===== config.mk =====
export PLATFORM = sky130hd
export DESIGN_NAME = uart_cmd_rx
export DESIGN_NICKNAME = d
export VERILOG_FILES = /design/src/rtl/uart_cmd_rx.sv
export SDC_FILE = /design/constraint.sdc
export NUM_CORES = 1
export LEC_CHECK = 0
export CORE_MARGIN = 2
export CORE_UTILIZATION = 62
export CTS_CLUSTER_DIAMETER = 30
export DETAILED_ROUTE_END_ITERATION = 16
export PLACE_DENSITY = 0.83
export SYNTH_ARGS = -nofsm -noshare
export SYNTH_HDL_FRONTEND = slang
export SYNTH_SLANG_ARGS = --single-unit

===== constraint.sdc =====
create_clock -name sys_clk -period 3.2 [get_ports sys_clk]
set_input_delay 0.48 -clock sys_clk [delete_from_list [all_inputs] [get_ports sys_clk]]
set_output_delay 0.48 -clock sys_clk [all_outputs]
set_load 0.02 [all_outputs]

===== src/rtl/uart_cmd_rx.sv =====
`timescale 1ns/1ps
// uart_cmd_rx: UART receiver for a command byte stream. 8N1 framing by
// default; defining UART_CMD_RX_PARITY_EN adds an even-parity bit (8E1).
//
// Parameters:
//   CLK_FREQ      sys_clk frequency in Hz
//   BAUD          serial bit rate
// Ports:
//   sys_clk       single clock, rising edge
//   sys_rst_n     asynchronous active-low reset
//   uart_rxd      asynchronous serial input, idle high
//   uart_done     one-cycle strobe: a valid byte was loaded into uart_data_out
//   uart_data_out last valid byte, held until the next valid byte
//   frame_err     one-cycle strobe: frame rejected (bad stop bit or parity)
//   rx_busy       high whenever the receiver is not idle
module uart_cmd_rx #(
    parameter int unsigned CLK_FREQ = 50000000,
    parameter int unsigned BAUD     = 115200
) (
    input  logic       sys_clk,
    input  logic       sys_rst_n,
    input  logic       uart_rxd,
    output logic       uart_done,
    output logic [7:0] uart_data_out,
    output logic       frame_err,
    output logic       rx_busy
);

    localparam int unsigned CNT_W    = 16;
    localparam int unsigned BIT_DIV  = CLK_FREQ / BAUD;
    localparam int unsigned HALF_DIV = BIT_DIV / 2;
    localparam logic [CNT_W-1:0] BIT_LAST  = CNT_W'(BIT_DIV - 1);
    localparam logic [CNT_W-1:0] HALF_LAST = CNT_W'(HALF_DIV - 1);

    // Too few clocks per bit to find a bit centre reliably.
    if (BIT_DIV < 16) begin : g_bad_div
        $error("uart_cmd_rx: CLK_FREQ/BAUD must be at least 16");
    end

    typedef enum logic [2:0] {
        S_IDLE,
        S_START,
        S_DATA,
`ifdef UART_CMD_RX_PARITY_EN
        S_PARITY,
`endif
        S_STOP,
        S_WAIT_IDLE
    } state_t;

    state_t             r_state;
    logic [CNT_W-1:0]   r_cnt;
    logic [7:0]         r_shift;
    logic [2:0]         r_bit_idx;
    logic [7:0]         r_data_out;
    logic               r_done;
    logic               r_ferr;
    logic               r_busy;
    logic               r_rx_s1;
    logic               r_rx_s2;
    logic               r_rx_d;
`ifdef UART_CMD_RX_PARITY_EN
    logic               r_par_err;
`endif

    logic               w_rxs;
    logic               w_fall;
    logic               w_stop_ok;

    // Two-flop synchronizer plus one delay stage for falling-edge detection.
    always_ff @(posedge sys_clk or negedge sys_rst_n) begin
        if (!sys_rst_n) begin
            r_rx_s1 <= 1'b1;
            r_rx_s2 <= 1'b1;
            r_rx_d  <= 1'b1;
        end else begin
            r_rx_s1 <= uart_rxd;
            r_rx_s2 <= r_rx_s1;
            r_rx_d  <= r_rx_s2;
        end
    end

    assign w_rxs  = r_rx_s2;
    assign w_fall = r_rx_d & ~r_rx_s2;

`ifdef UART_CMD_RX_PARITY_EN
    assign w_stop_ok = w_rxs & ~r_par_err;
`else
    assign w_stop_ok = w_rxs;
`endif

    // Receive state machine; counter restarts on every state change and
    // on every data bit so each sample lands BIT_DIV after the previous one.
    always_ff @(posedge sys_clk or negedge sys_rst_n) begin
        if (!sys_rst_n) begin
            r_state    <= S_IDLE;
            r_cnt      <= '0;
            r_shift    <= '0;
            r_bit_idx  <= '0;
            r_data_out <= '0;
            r_done     <= 1'b0;
            r_ferr     <= 1'b0;
            r_busy     <= 1'b0;
`ifdef UART_CMD_RX_PARITY_EN
            r_par_err  <= 1'b0;
`endif
        end else begin
            r_done <= 1'b0;
            r_ferr <= 1'b0;
            r_cnt  <= r_cnt + CNT_W'(1);
            case (r_state)
                S_IDLE: begin
                    if (w_fall) begin
                        r_state <= S_START;
                        r_cnt   <= '0;
                        r_busy  <= 1'b1;
                    end
                end
                S_START: begin
                    // Re-check at the start-bit centre to reject short glitches.
                    if (r_cnt == HALF_LAST) begin
                        r_cnt <= '0;
                        if (w_rxs) begin
                            r_state <= S_IDLE;
                            r_busy  <= 1'b0;
                        end else begin
                            r_state   <= S_DATA;
                            r_bit_idx <= '0;
                        end
                    end
                end
                S_DATA: begin
                    if (r_cnt == BIT_LAST) begin
                        r_cnt     <= '0;
                        r_shift   <= {w_rxs, r_shift[7:1]};
                        r_bit_idx <= r_bit_idx + 3'd1;
                        if (r_bit_idx == 3'd7) begin
`ifdef UART_CMD_RX_PARITY_EN
                            r_state <= S_PARITY;
`else
                            r_state <= S_STOP;
`endif
                        end
                    end
                end
`ifdef UART_CMD_RX_PARITY_EN
                S_PARITY: begin
                    // Even parity: data bits plus parity bit must XOR to 0.
                    if (r_cnt == BIT_LAST) begin
                        r_cnt     <= '0;
                        r_par_err <= ^{r_shift, w_rxs};
                        r_state   <= S_STOP;
                    end
                end
`endif
                S_STOP: begin
                    if (r_cnt == BIT_LAST) begin
                        r_cnt <= '0;
                        if (w_stop_ok) begin
                            r_data_out <= r_shift;
                            r_done     <= 1'b1;
                            r_state    <= S_IDLE;
                            r_busy     <= 1'b0;
                        end else begin
                            r_ferr <= 1'b1;
                            if (w_rxs) begin
                                r_state <= S_IDLE;
                                r_busy  <= 1'b0;
                            end else begin
                                r_state <= S_WAIT_IDLE;
                            end
                        end
                    end
                end
                S_WAIT_IDLE: begin
                    // Hold off until the line is released so a break
                    // reports a single error.
                    if (w_rxs) begin
                        r_state <= S_IDLE;
                        r_cnt   <= '0;
                        r_busy  <= 1'b0;
                    end
                end
                default: begin
                    r_state <= S_IDLE;
                    r_cnt   <= '0;
                    r_busy  <= 1'b0;
                end
            endcase
        end
    end

    assign uart_done     = r_done;
    assign uart_data_out = r_data_out;
    assign frame_err     = r_ferr;
    assign rx_busy       = r_busy;

endmodule


==> flow_summary.yaml <==
routing:
  vias: 1361
  drc: 0
  drtIter0Drc: 122
  detail-route-antenna-nets: 0
  dr.pass1.iters: 4
  via_per_inst: 6.00
  wl_per_cell_um: 15.8
  routed_wl_um: 3580
logic_synthesis:
  synth_cell_types: 42
  yosysWarningCount: 0
  yosysMostFrequentCell: "dfrtp_1"
  yosysSeqAreaShare_pct: 53.5
  ys.flop_type: "dfrtp_1"
  synth_edf_count: 0
  synthTopCellsByCount: "dfrtp_1 (41), nor2_1 (14), mux2_2 (8), mux2_4 (8)"
  synth_top_area_share_pct: 49.7
  synthTopCellsByArea: "dfrtp_1 (50%), mux2_4 (5.8%), mux2_2 (4.4%)"
  async_flop_share_pct: 100
  yosysTopAreaCell: "dfrtp_1"
  syn_area_sq_mm: 0.00206
  syn_area_per_cell_sq_um: 12.2
  synth.ff_latch_count: 44
  syn_inst: 169
  synth_fp_nets: 177
timing:
  min_period_over_period_pct: 71.2
  setup_viol: 0
  fin_skew_ps: 6.35
  maxSlewHeadroom_pct: 37.8
  max_freq_ghz: 0.439
  slew_viol_final: 0
  rsz0062_at_grt: "false"
  whs_ps: 250
  finalHoldViolations: 0
  fin_crit_ps: 2280
  worst_slew_pin_slew_ps: 933
  tns_ps: 0
floorplanning:
  boundaryPins: 14
  die_area_sq_mm: 0.00381
  fp.dieW_um: 61.7
  initial_utilization_pct: 66.5
  chipHeight_um: 61.7
  core_sq_mm: 0.00310
  rows: 20
clocking:
  ctsResizeCount: 0
  post_cts_buffers: 0
  cts.sinks: 44
  root_buffer: "clkbuf_4"
  cts_buffers: 5
  hold_buffers: 0
  clock_latency_ps: 350
  clk_path_buf_depth: 2
  clkTransAtPathRegs_ps: 120
  h-tree-depth: 2
  cts_tree: "yes"
setup_path:
  crit_chain: "inv_1, ha_1, and4bb_2, nand4_2, nor3_4, mux2_4"
  worst_ep_arrival_time_ps: 2530
  path_class: "flop to flop"
  rr_worst_depth: 6
  max_stage_delay_ps: 620
  ff2ff_setup_slack_ps: 920
  setup.worst_path.end_class: "flop"
  slowest_stage: "nor3_4"
  critPathMaxFanout: 13
  reg2reg_from: "r_cnt[1]"
  cp_data_required_time_ps: 3450
  r2r-end: "uart_data_out[4]"
  cp-start-kind: "flop"
finish:
  area_growth_pct: 12.1
  antenna_cells: 0
  nets: 190
  drive_gt1_share_pct: 20.2
  final_area_sq_mm: 0.00231
  instances_no_fill: 227
power_and_ir_drop:
  p_seq_share_pct: 53.4
  switchingPower_uw: 374
  p_comb_share_pct: 17.6
  peakVddDrop_v: 0.000438
  p_sw_share_pct: 28.8
  p_leak_nw: 1.11
  p_int_uw: 928
  pwr_density_cell_mw_per_mm2: 563
  p_clk_share_pct: 28.9
worst_hold_path:
  hold_path_class: "primary input to asynchronous set/reset pin"
grt:
  track_usage_pct: 22.1
  grt_max_degree: 45
  antenna_found_initial: 0
  grt_pass1_wl_um: 6000
  first_global_vias: 1336
  gr-total-overflow: 0
job:
  max_cap_viol_count: 0
run_status:
  status: "completed"
placement:
  hpwl_um: 2500
  placed_cell_area_sq_mm: 0.00222
  port_buffers: 13
  dp.cells: 219
  gp_congestion: 0.873
how the worst max path moves through the flow:
| stage | startpoint | cells past startpoint | end |
|---|---|---|---|
| after floorplan | r_cnt[1] | 6 | uart_data_out[0] |
| final | r_cnt[1] | 6 | uart_data_out[4] |
| after detailed placement | r_cnt[1] | 6 | uart_data_out[4] |
| after global routing | r_cnt[1] | 6 | uart_data_out[4] |
| after global placement | r_cnt[1] | 6 | uart_data_out[4] |
| after CTS | r_cnt[1] | 6 | uart_data_out[6] |
state kept, by name, summed over array words and instances, names as in the netlist:
register,flops
r_bit_idx,3
r_cnt,16
r_state,3
uart_data_out,8
frame_err,1
rx_busy,1
uart_done,1
r_rx_s2,1
r_shift,8
r_rx_s1,1
r_rx_d,1
final cells by class:
class                           instances  area (sq um)
Sequential cell                        44          1100
Multi-Input combinational cell        112           906
Fill cell                             230           791
Timing Repair Buffer                   14           133
Clock buffer                            7          65.1
Tap cell                               44          55.1
Clock inverter                          1          30.0
Inverter                                5          18.8
layer usage:
| layer | share of wire (%) | GRT usage, % | routed length, um |
|---|---|---|---|
| met4 | 1.8 | 8.21 | 63 |
| met2 | 49 | 35.6 | 1740 |
| met1 | 45 | 27.6 | 1620 |
| met5 | 0 | 0 | 0 |
| met3 | 4.1 | 7.35 | 145 |
cell usage in the layout, fill, tap and decap left out, types with 3 or more instances in the layout:
master	n
nand4_1	5
nor2_1	14
inv_1	5
nand2_1	3
and3_1	6
xnor2_1	3
nor3_1	3
clkdlybuf4s50_1	12
dfstp_2	3
mux2_2	8
mux2_4	8
or3_1	5
ha_1	5
clkbuf_4	5
o21ai_0	5
nand3_1	5
xor2_1	7
a21oi_1	7
dfrtp_1	41
worst max-delay path: cells and delay by family, from the launching register on:
family	cells	cell delay, ps
AND/OR/NAND/NOR	3	1170
multiplexers	1	360
flip-flops	1	420
buffers and inverters	1	90
adder cells (fa/ha/maj)	1	140
power groups by stage:
stage	sequential (mW)	combinational (mW)	clock, mW
final	0.696	0.230	0.377
after global routing	0.702	0.265	0.410
after CTS	0.691	0.232	0.383
after detailed placement	0.701	0.228	0
after global placement	0.694	0.215	0
after floorplan	0.667	0.198	0
metrics by stage:
| stage | total power, mW | utilization, % | worst slack, ps |
|---|---|---|---|
| floorplan | 0.865 | - | 1310 |
| global placement | 0.909 | 71.5 | 1030 |
| detailed placement | 0.930 | 71.5 | 907 |
| CTS | 1.31 | 74.5 | 893 |
| global route | 1.38 | 74.5 | 744 |
| finish | 1.30 | 74.5 | 920 |
cell families (layout without fill, tap and decap cells):
group | Yosys count | after routing | synth area share [%]
compound gates | 25 | 25 | 8.79
xor+xnor | 10 | 10 | 4.25
fa+ha+maj | 5 | 5 | 3.03
buf+inv | 13 | 27 | 2.55
flops | 44 | 44 | 53.5
mux | 17 | 17 | 10.7
simple gates | 55 | 55 | 17.2
(Power assumes the default switching activity.)
